## src/rtl/dac_burst_sequencer_if.sv

```systemverilog
// Waveform bus of one DAC channel: ROM address/data and the registered sample
// handed to the ODDR/IOBUF output stage.
interface dac_burst_sequencer_if #(
  parameter int ADDR_W = 12,
  parameter int DATA_W = 14
);
  logic [ADDR_W-1:0] rom_addr;
  logic [DATA_W-1:0] rom_data;
  logic [DATA_W-1:0] dac_data;

  modport master (output rom_addr, output dac_data, input rom_data);
  modport slave  (input rom_addr, input dac_data, output rom_data);
endinterface

```

## src/rtl/dac_burst_sequencer.sv

```systemverilog
// Per-channel DAC burst sequencer: ROM address generation, cycle counting and
// config/trigger gating. Define DAC_SEQ_RETRIG_EN to let triggers restart an active burst.
module dac_burst_sequencer #(
  parameter int ADDR_W = 12,
  parameter int DATA_W = 14,
  parameter int CNT_W  = 18,
  parameter int GAP_W  = 16
) (
  input  logic                  clk,
  input  logic                  rst_n,
  input  logic                  config_done,
  input  logic                  trig_in,
  input  logic                  trig_mode,
  input  logic [ADDR_W-1:0]     phase_inc,
  input  logic [CNT_W-1:0]      burst_cycles,
  input  logic [GAP_W-1:0]      gap_samples,
  input  logic [DATA_W-1:0]     idle_code,
  dac_burst_sequencer_if.master wave,
  output logic                  busy,
  output logic                  burst_done,
  output logic [CNT_W-1:0]      cycle_count
);

  typedef enum logic [1:0] {WAIT_CFG, IDLE, PLAY, GAP} state_t;

  localparam logic [ADDR_W-1:0] ADDR_ONE = {{(ADDR_W-1){1'b0}}, 1'b1};
  localparam logic [CNT_W:0]    CNT_ONE  = {{CNT_W{1'b0}}, 1'b1};
  localparam logic [GAP_W:0]    GAP_ONE  = {{GAP_W{1'b0}}, 1'b1};

  state_t state_q, state_d;

  logic cfg_s1_q, cfg_s2_q;
  logic trig_s1_q, trig_s2_q, trig_s3_q;
  logic trig_rise;

  logic [ADDR_W-1:0] rom_addr_q, rom_addr_d;
  logic [ADDR_W-1:0] inc_q, inc_d;
  logic [CNT_W-1:0]  burst_q, burst_d;
  logic [CNT_W-1:0]  cycle_count_q, cycle_count_d;
  logic [GAP_W-1:0]  gap_cnt_q, gap_cnt_d;
  logic              v_q, v_d;
  logic [DATA_W-1:0] dac_data_q, dac_data_d;
  logic              busy_q, busy_d;
  logic              burst_done_q, burst_done_d;

  logic [ADDR_W:0]   addr_sum;
  logic [CNT_W:0]    cnt_inc;
  logic [GAP_W:0]    gap_inc;
  logic              carry, last_cycle, cfg_lost, retrig, gap_end, start_play;

  // Both async inputs are only ever used through these synchronisers.
  always_ff @(posedge clk or negedge rst_n) begin
    if (!rst_n) begin
      cfg_s1_q  <= 1'b0;
      cfg_s2_q  <= 1'b0;
      trig_s1_q <= 1'b0;
      trig_s2_q <= 1'b0;
      trig_s3_q <= 1'b0;
    end else begin
      cfg_s1_q  <= config_done;
      cfg_s2_q  <= cfg_s1_q;
      trig_s1_q <= trig_in;
      trig_s2_q <= trig_s1_q;
      trig_s3_q <= trig_s2_q;
    end
  end

  assign trig_rise = trig_s2_q & ~trig_s3_q;

  always_comb begin
    addr_sum   = {1'b0, rom_addr_q} + {1'b0, inc_q};
    carry      = addr_sum[ADDR_W];
    cnt_inc    = {1'b0, cycle_count_q} + CNT_ONE;
    gap_inc    = {1'b0, gap_cnt_q} + GAP_ONE;
    gap_end    = gap_inc >= {1'b0, gap_samples};
    last_cycle = (burst_q != '0) && carry && (cnt_inc == {1'b0, burst_q});
    cfg_lost   = (state_q != WAIT_CFG) && !cfg_s2_q;
`ifdef DAC_SEQ_RETRIG_EN
    retrig     = trig_mode && trig_rise && ((state_q == PLAY) || (state_q == GAP));
`else
    retrig     = 1'b0;
`endif
  end

  always_ff @(posedge clk or negedge rst_n) begin
    if (!rst_n) state_q <= WAIT_CFG;
    else        state_q <= state_d;
  end

  always_comb begin
    state_d    = state_q;
    start_play = 1'b0;
    if (cfg_lost) begin
      state_d = WAIT_CFG;
    end else if (retrig) begin
      state_d    = PLAY;
      start_play = 1'b1;
    end else begin
      case (state_q)
        WAIT_CFG: if (cfg_s2_q) state_d = IDLE;
        IDLE: begin
          if (!trig_mode || trig_rise) begin
            state_d    = PLAY;
            start_play = 1'b1;
          end
        end
        PLAY:     if (last_cycle) state_d = (gap_samples != '0) ? GAP : IDLE;
        GAP:      if (gap_end) state_d = IDLE;
        default:  state_d = WAIT_CFG;
      endcase
    end
  end

  always_comb begin
    rom_addr_d    = rom_addr_q;
    inc_d         = inc_q;
    burst_d       = burst_q;
    cycle_count_d = cycle_count_q;
    gap_cnt_d     = gap_cnt_q;
    burst_done_d  = 1'b0;
    v_d           = (state_q == PLAY) && !cfg_lost;

    if (cfg_lost) begin
      rom_addr_d = '0;
    end else if (start_play) begin
      rom_addr_d    = '0;
      inc_d         = (phase_inc == '0) ? ADDR_ONE : phase_inc;
      burst_d       = burst_cycles;
      cycle_count_d = '0;
    end else if (state_q == PLAY) begin
      rom_addr_d = addr_sum[ADDR_W-1:0];
      // A carry out of the address add marks one whole waveform cycle.
      if (carry && !cnt_inc[CNT_W]) cycle_count_d = cnt_inc[CNT_W-1:0];
      if (last_cycle) begin
        rom_addr_d   = '0;
        burst_done_d = 1'b1;
      end
    end

    if (state_q == GAP) gap_cnt_d = gap_inc[GAP_W-1:0];
    else                gap_cnt_d = '0;

    dac_data_d = v_q ? wave.rom_data : idle_code;
    busy_d     = (state_d == PLAY) || (state_d == GAP);
  end

  always_ff @(posedge clk or negedge rst_n) begin
    if (!rst_n) begin
      rom_addr_q    <= '0;
      inc_q         <= '0;
      burst_q       <= '0;
      cycle_count_q <= '0;
      gap_cnt_q     <= '0;
      v_q           <= 1'b0;
      dac_data_q    <= '0;
      busy_q        <= 1'b0;
      burst_done_q  <= 1'b0;
    end else begin
      rom_addr_q    <= rom_addr_d;
      inc_q         <= inc_d;
      burst_q       <= burst_d;
      cycle_count_q <= cycle_count_d;
      gap_cnt_q     <= gap_cnt_d;
      v_q           <= v_d;
      dac_data_q    <= dac_data_d;
      busy_q        <= busy_d;
      burst_done_q  <= burst_done_d;
    end
  end

  assign wave.rom_addr = rom_addr_q;
  assign wave.dac_data = dac_data_q;
  assign busy          = busy_q;
  assign burst_done    = burst_done_q;
  assign cycle_count   = cycle_count_q;

endmodule
```

## src/flat_wrapper.sv

```systemverilog
// flat-port wrapper written by rule: the top's interface ports become plain ports
module dac_burst_sequencer_flat 
#(
  parameter int ADDR_W = 12,
  parameter int DATA_W = 14,
  parameter int CNT_W  = 18,
  parameter int GAP_W  = 16
)
  (clk, rst_n, config_done, trig_in, trig_mode, phase_inc, burst_cycles, gap_samples, idle_code, busy, burst_done, cycle_count, wave_rom_addr, wave_dac_data, wave_rom_data);
  dac_burst_sequencer_if #(.ADDR_W(ADDR_W), .DATA_W(DATA_W)) wave_i ();
  input  logic clk;
  input  logic rst_n;
  input  logic config_done;
  input  logic trig_in;
  input  logic trig_mode;
  input  logic [ADDR_W-1:0] phase_inc;
  input  logic [CNT_W-1:0] burst_cycles;
  input  logic [GAP_W-1:0] gap_samples;
  input  logic [DATA_W-1:0] idle_code;
  output logic busy;
  output logic burst_done;
  output logic [CNT_W-1:0] cycle_count;
  output wire logic [$bits(wave_i.rom_addr)-1:0] wave_rom_addr;
  output wire logic [$bits(wave_i.dac_data)-1:0] wave_dac_data;
  input wire logic [$bits(wave_i.rom_data)-1:0] wave_rom_data;
  assign wave_rom_addr = wave_i.rom_addr;
  assign wave_dac_data = wave_i.dac_data;
  assign wave_i.rom_data = wave_rom_data;
  dac_burst_sequencer #(.ADDR_W(ADDR_W), .DATA_W(DATA_W), .CNT_W(CNT_W), .GAP_W(GAP_W)) u_core (.clk(clk), .rst_n(rst_n), .config_done(config_done), .trig_in(trig_in), .trig_mode(trig_mode), .phase_inc(phase_inc), .burst_cycles(burst_cycles), .gap_samples(gap_samples), .idle_code(idle_code), .wave(wave_i), .busy(busy), .burst_done(burst_done), .cycle_count(cycle_count));
endmodule
```

## config.mk

```make
export PLATFORM = sky130hd
export DESIGN_NAME = dac_burst_sequencer_flat
export DESIGN_NICKNAME = d
export VERILOG_FILES = /design/src/rtl/dac_burst_sequencer_if.sv /design/src/rtl/dac_burst_sequencer.sv /design/src/flat_wrapper.sv
export SDC_FILE = /design/constraint.sdc
export NUM_CORES = 1
export LEC_CHECK = 0
export BUFFER_PORTS_ARGS = -buffer_cell sky130_fd_sc_hd__buf_2
export CORE_AREA = 2 2 143 145
export CTS_BUF_LIST = sky130_fd_sc_hd__clkbuf_4 sky130_fd_sc_hd__clkbuf_8 sky130_fd_sc_hd__clkbuf_16
export CTS_CLUSTER_SIZE = 12
export DETAILED_ROUTE_END_ITERATION = 10
export DIE_AREA = 0 0 145 147
export PLACE_DENSITY_LB_ADDON = 0.05
export REMOVE_ABC_BUFFERS = 1
export SLEW_MARGIN = 20
export SYNTH_ARGS = -nofsm -noshare
export SYNTH_HDL_FRONTEND = slang
export SYNTH_SLANG_ARGS = --single-unit
```

## constraint.sdc

```tcl
create_clock -name clk -period 7 [get_ports clk]
set_clock_uncertainty 0.15 [all_clocks]
set_input_delay 0 -clock clk [delete_from_list [all_inputs] [get_ports clk]]
set_output_delay 0 -clock clk [all_outputs]
set_load 0.005 [all_outputs]
```

* Yosys cells after proc, flatten, opt, wreduce, memory -nomap -nowiden
Index checks and enable logic that the tools add are counted.
** Storage, ports and cells
- Register bits after elaboration :: 100
- Word-level logic and storage cells :: 73
- Input bits :: 79
- Output and inout bits :: 46
** Operators by class
- Multiplexer cells :: 24
- Equality and inequality tests :: 6
- Add/subtract/negate cells :: 3
- Bitwise operators :: 3
- Reduce and logical (&&, ||, !) cells :: 21
- $lt $le $gt $ge :: 1
** Operator list (count)
- 2-to-1 mux 12 bit :: 5
- 2-to-1 mux 18 bit :: 3
- adder 18 x 1 -> 19 bit (second input constant) :: 1
- equality test 19 x 18 -> 1 bit :: 1
- nonzero test 18 bit :: 1
- adder 16 x 1 -> 17 bit (second input constant) :: 1
- greater-or-equal comparator 17 x 16 -> 1 bit :: 1
- 2-to-1 mux 16 bit :: 1
- nonzero test 16 bit :: 1
- 2-to-1 mux 14 bit :: 1
- adder 12 x 12 -> 13 bit :: 1
- logical NOT 12 bit :: 1
- 2-to-1 mux 2 bit :: 6
- equality test 2 bit (second input constant) :: 4
- one-hot mux 2 bit (4 select lines) :: 1
- 2-to-1 mux 1 bit :: 7
- nonzero test 2 bit :: 3
- logical AND 1 bit :: 5
- logical NOT 1 bit :: 4
- AND reduction 3 bit :: 1
- nonzero test 3 bit :: 1
- equality test 2 x 1 -> 1 bit (second input constant) :: 1
- logical NOT 2 bit :: 1
- logical OR 1 bit :: 2
- other kinds (3) :: 4

* Longest topological paths before layout
- Depth after elaboration :: 8
- Mapped depth :: 15
- Gate-level depth less buffers :: 15

* Least setup slack after synthesis
OpenSTA, ideal clock, no wires.
- Kind :: reg2reg
- Start point :: register u_core.gap_cnt_q[0]
- End point :: register u_core.busy_q, in the netlist u_core.busy
- Required time :: 6.768 ns
- Cell stages (with the launch flop) :: 16
- Setup time :: 0.082 ns
- Period minus slack after synthesis :: 2.913 ns
- Setup slack :: 4.087 ns
- Path buffers :: 0
- Arrival time :: 2.681 ns
- Cell sequence :: dfrtp_1 ha_1 nand3_1 nor2_1 nand2_1 nor2_1 xor2_1 ha_1 a21o_1 a21o_1 a21o_1 a21o_1 a221o_1 nand2_1 nand4_1 a31oi_1
** On the way
- Word-level cells in the longest chain between the ends :: 7
- Elaborated cells between the ends (all ways) :: 8
- Those cells by class :: 1 x add/sub; 1 x order compare; 2 x eq/ne; 3 x mux; 1 x reduce/logical
** RTL lines
- start: declaration :: RTL line dac_burst_sequencer.sv:40 : logic [GAP_W-1:0] gap_cnt_q, gap_cnt_d;
- start signal: assignment :: RTL line dac_burst_sequencer.sv:163 : gap_cnt_q <= gap_cnt_d;
- adder 16 x 1 -> 17 bit * :: RTL line dac_burst_sequencer.sv:74 : gap_inc = {1'b0, gap_cnt_q} + GAP_ONE;
- greater-or-equal comparator 17 x 16 -> 1 bit * :: RTL line dac_burst_sequencer.sv:75 : gap_end = gap_inc >= {1'b0, gap_samples};
- 2-to-1 mux 2 bit * :: RTL line dac_burst_sequencer.sv:108 : GAP: if (gap_end) state_d = IDLE;
- one-hot mux 2 bit (4 select lines) * :: RTL line dac_burst_sequencer.sv:99 : case (state_q)
- 2-to-1 mux 2 bit * :: RTL line dac_burst_sequencer.sv:93 : if (cfg_lost) begin
- equality test 2 bit :: RTL line dac_burst_sequencer.sv:144 : busy_d = (state_d == PLAY) || (state_d == GAP);
- logical OR 1 bit * :: RTL line dac_burst_sequencer.sv:144
- named net u_core.busy_d :: RTL line dac_burst_sequencer.sv:43 : logic busy_q, busy_d;
- end signal: assignment :: RTL line dac_burst_sequencer.sv:166 : busy_q <= busy_d;
- end: declaration :: RTL line dac_burst_sequencer.sv:43
The timed path passes the listed nets; every way through them passes the cells marked *.
A chain may end at the register's enable or synchronous reset.

* Worst setup path after layout
- Start point :: register u_core.cycle_count_q[0], in the netlist u_core.cycle_count[0]
- End point :: register u_core.cycle_count_q[8], in the netlist u_core.cycle_count[8]
** On the way
- Word-level cells in the longest chain between the ends :: 5
- Elaborated cells between the ends (all ways) :: 8
- Those cells by class :: 1 x add/sub; 3 x mux; 4 x reduce/logical
** RTL lines
- start: declaration :: RTL line dac_burst_sequencer.sv:39 : logic [CNT_W-1:0] cycle_count_q, cycle_count_d;
- start signal: assignment :: RTL line dac_burst_sequencer.sv:162 : cycle_count_q <= cycle_count_d;
- adder 18 x 1 -> 19 bit * :: RTL line dac_burst_sequencer.sv:73 : cnt_inc = {1'b0, cycle_count_q} + CNT_ONE;
- logical NOT 1 bit :: RTL line dac_burst_sequencer.sv:133 : if (carry && !cnt_inc[CNT_W]) cycle_count_d = cnt_inc[CNT_W-1:0];
- logical AND 1 bit :: RTL line dac_burst_sequencer.sv:133
- nonzero test 2 bit (no line)
- AND reduction 3 bit (no line)
Every way passes the cells marked *; elsewhere a longest branch is shown, timed or not. The select of a mux whose other input is x is not followed.

==> impl_results.md <==
- Register area share after synthesis: 43.12%
- Hpwl dp: 11,610 um
- Maxcap violations: 0
- Async SR Flop Fraction: 100.0%
- Slew HR: 33.49%
- Synth Register Bits: 100
- Ys Warns: 0
- # fillers: 1,999
- Height of the die: 147 um
- Unrepaired setup endpoints after global routing: false
- Cell class contributing the biggest share of worst-path delay: simple AND/OR/NAND/NOR gates
- Vias in the first global route: 4,921
- Largest net degree at the start of global routing: 55
- Leakage: 0.003595 uW
- CP max stage cell: nand2b_1
- Combinational power share: 29.9%
- Area growth syn-to-layout: 30.62%
- Number of remaining DRC errors: 0
- Reg power frac: 43.4%
- Chip width: 145 um
- Post-route ant nets: 0
- Crit path launch type: register
- Total global routing overflow: 0
- Buf/Inv on CP: 0
- Syn avg cell area: 10.34 sq um
- Post-Layout Cell Count: 1,011
- Worst setup margin: 3.402 ns
- Clk network pwr share: 26.7%
- Top FF cell, synth: dfrtp_1
- Int Power: 1222 uW
- CTS Sinks: 100
- Pwr Total: 1823 uW
- Hold Violations, Final: 0
- Post-DP Area: 6670 sq um
- Synth Instances: 561
- DR vias: 4,994
- Resized Gates After CTS: 0
- Crit share post-route: 51.40%
- Commonest cells after routing, fill and taps aside: buf_2 (123), dfrtp_1 (100), dlygate4sd3_1 (62), mux2_2 (44), nor2_1 (31)
- Slew Viols, Final: 0
- Mapped cell area: 5803 sq um
- Number of enable flip-flop cells after synthesis: 0
- Clock Latency Late Sink: 0.35 ns
- Htree depth: 3
- Setup Fix Bufs, Post-CTS: 0
- Switching part of the total: 32.96%
- First-pass GRT wire length: 26,440 um
- Final-report setup violation count: 0
- Layout cells sized above 1: 27.13%
- NetSw: 600.7 uW
- Diodes inserted: 0
- Die area: 21,320 sq um
- Placer congestion estimate: 0.7970
- Peak VDD IR: 0.0001273 V
- Max incr delay on CP: 0.56 ns
- WS Path Type: register to register
- Worst Hold Class: input port to register
- Critical path capture point type: register
- Critical-path maximum fanout: 15
- DRT iter0 DRCs: 284
- Core Area: 19,840 sq um
- Drt wl/cell: 15.93 um
- Vias per std cell: 4.940
- GRT Total Usage: 15.53%
- Worst-path cell chain: ha_1 -> nand4_1 -> nor3_1 -> nand3_1 -> and3_1 -> a21oi_2 -> nand2b_1 -> nor3_1 -> a311o_1
- Initial cell density of the core: 29.24%
- Fin nets: 847
- Worst-margin pin slew: 0.9965 ns
- Root Buffer: clkbuf_16
- Status: finished clean
- Yosys cell types: 60
- Reg clk slew, reported paths: 0.07 ns
- Most common cell after layout, fill and taps aside: buf_2
- CTS max path bufs: 2
- TritonCTS Buffers: 9
- Drt total wl: 16,100 um
- Dpl ws: 3.441 ns
- # placed instances: 934
- I/O pin count: 125
- Achievable frequency: 277.9 MHz
- Port bufs: 124
- Num rows: 52
- Pwr/cell area: 240.4 nW/um^2
- 1st-pass router iterations: 5
- Initial antenna violation count: 0
- Critical Path AT: 3.68 ns
- Final instance area: 7580 sq um
- Time the worst path needs with I/O delays and setup: 3.598 ns
- Setup TNS Final: 0 ns
- CP Data Required Time: 7.09 ns
- CTS tree: built
- Most frequent cell on the critical path: nor3_1
[cells by family (layout without fill, tap and decap cells)]
logic type	count (synthesis)	after routing	share of synthesized area, %
flip-flops	100	100	43.12
AO/OA/AOI/OAI	110	110	13.11
adder cells (fa/ha/maj)	31	31	6.813
multiplexers	46	46	8.883
XOR/XNOR	42	42	6.576
AND/OR/NAND/NOR	187	187	18.05
buffers and inverters	45	225	3.450
[path summary, 6_finish.rpt]
kind | startpoint | endpoint | slack, ns | depth (start not counted)
worst max-delay path | u_core.cycle_count[0]$_DFFE_PN0P_ | u_core.cycle_count[8]$_DFFE_PN0P_ | 3.40 | 9
worst min-delay path | gap_samples[14] | u_core.busy$_DFF_PN0_ | 0.02 | 5
worst max register to register | u_core.cycle_count[0]$_DFFE_PN0P_ | u_core.cycle_count[8]$_DFFE_PN0P_ | 3.40 | 9
worst min register to register | u_core.cfg_s1_q$_DFF_PN0_ | u_core.cfg_s2_q$_DFF_PN0_ | 0.21 | 0
max in group asynchronous | rst_n | u_core.wave.rom_addr[11]$_DFFE_PN0P_ | 5.48 | 3
min in group asynchronous | rst_n | u_core.gap_cnt_q[6]$_DFF_PN0_ | 0.04 | 2
[synth_stat cells, drive strengths merged (2+ instances only)]
master | number | share of area (%)
a211oi | 4 | 0.52
a21bo | 2 | 0.34
a21boi | 3 | 0.39
a21o | 13 | 1.7
a21oi | 17 | 1.5
a22o | 19 | 2.9
a22oi | 2 | 0.26
a31oi | 10 | 1.1
and2 | 4 | 0.43
and3 | 11 | 1.2
and4 | 4 | 0.60
buf | 14 | 1.4
clkbuf | 9 | 0.58
dfrtp | 100 | 43
ha | 30 | 6.5
inv | 22 | 1.4
mux2 | 44 | 8.5
mux2i | 2 | 0.34
nand2 | 28 | 1.8
nand2b | 5 | 0.54
nand3 | 22 | 2.0
nand4 | 17 | 1.9
nor2 | 32 | 2.1
nor2b | 22 | 2.4
nor3 | 15 | 1.3
nor4 | 16 | 2.1
nor4b | 2 | 0.56
o211ai | 3 | 0.47
o21a | 2 | 0.26
o21ai | 23 | 2.0
o21bai | 2 | 0.26
o22ai | 2 | 0.22
or3 | 3 | 0.32
or4 | 3 | 0.39
xnor2 | 24 | 3.6
xor2 | 17 | 2.6
[worst min-delay path, stage by stage]
cell     delay (ns)
buf_2          0.09
nor4_1         0.04
nand4_1        0.10
a22oi_1        0.10
a31oi_1        0.14
[metrics by stage]
stage / util (%) / hold slack [ns]
2_1_floorplan: - / -0.4456
6_report: 38.20 / 0.02156
3_3_place_gp: 33.59 / -0.1003
4_1_cts: 38.18 / 0.02642
5_1_grt: 38.20 / 0.06874
3_5_place_dp: 33.61 / -0.09220
[flip-flops by register name, summed over array words and instances (netlist names)]
signal	flops
u_core.trig_s3_q	1
u_core.gap_cnt_q	16
u_core.cfg_s2_q	1
u_core.state_q	2
u_core.wave.dac_data	14
u_core.trig_s1_q	1
u_core.cycle_count	18
u_core.trig_s2_q	1
u_core.busy	1
u_core.cfg_s1_q	1
u_core.inc_q	12
u_core.wave.rom_addr	12
u_core.burst_q	18
u_core.burst_done	1
u_core.v_q	1
[power by group through the flow]
| stage | Combinational [uW] | Sequential [uW] | Clock (uW) |
|---|---|---|---|
| 3_5_place_dp | 518 | 805 | 0 |
| 6_report | 545 | 791 | 487 |
| 5_1_grt | 614 | 809 | 534 |
| 2_1_floorplan | 371 | 765 | 0 |
| 4_1_cts | 551 | 793 | 511 |
| 3_3_place_gp | 516 | 799 | 0 |
[metal layers]
layer	GRT usage [%]	wire, um
met1	20.63	7537
met2	25.69	7459
met3	3.323	891
met4	4.406	214
met5	0	0
[cell type report]
class,instances,area (sq um),share of cell area [%]
inverters,22,82.58,1.089
clock buffers,11,252.7,3.334
well taps,270,337.8,4.457
clock inverters,4,32.53,0.4292
flip-flops and latches,100,2502,33.01
repair buffers,188,1259,16.61
multi-input cells,416,3113,41.07
[what timing repair did]
action,in CTS,in global routing
endpoints found under the setup margin,0,0
endpoints found under the hold margin,93,0
hold buffers,62,0
No activity file was read; power rests on OpenSTA's default activity.
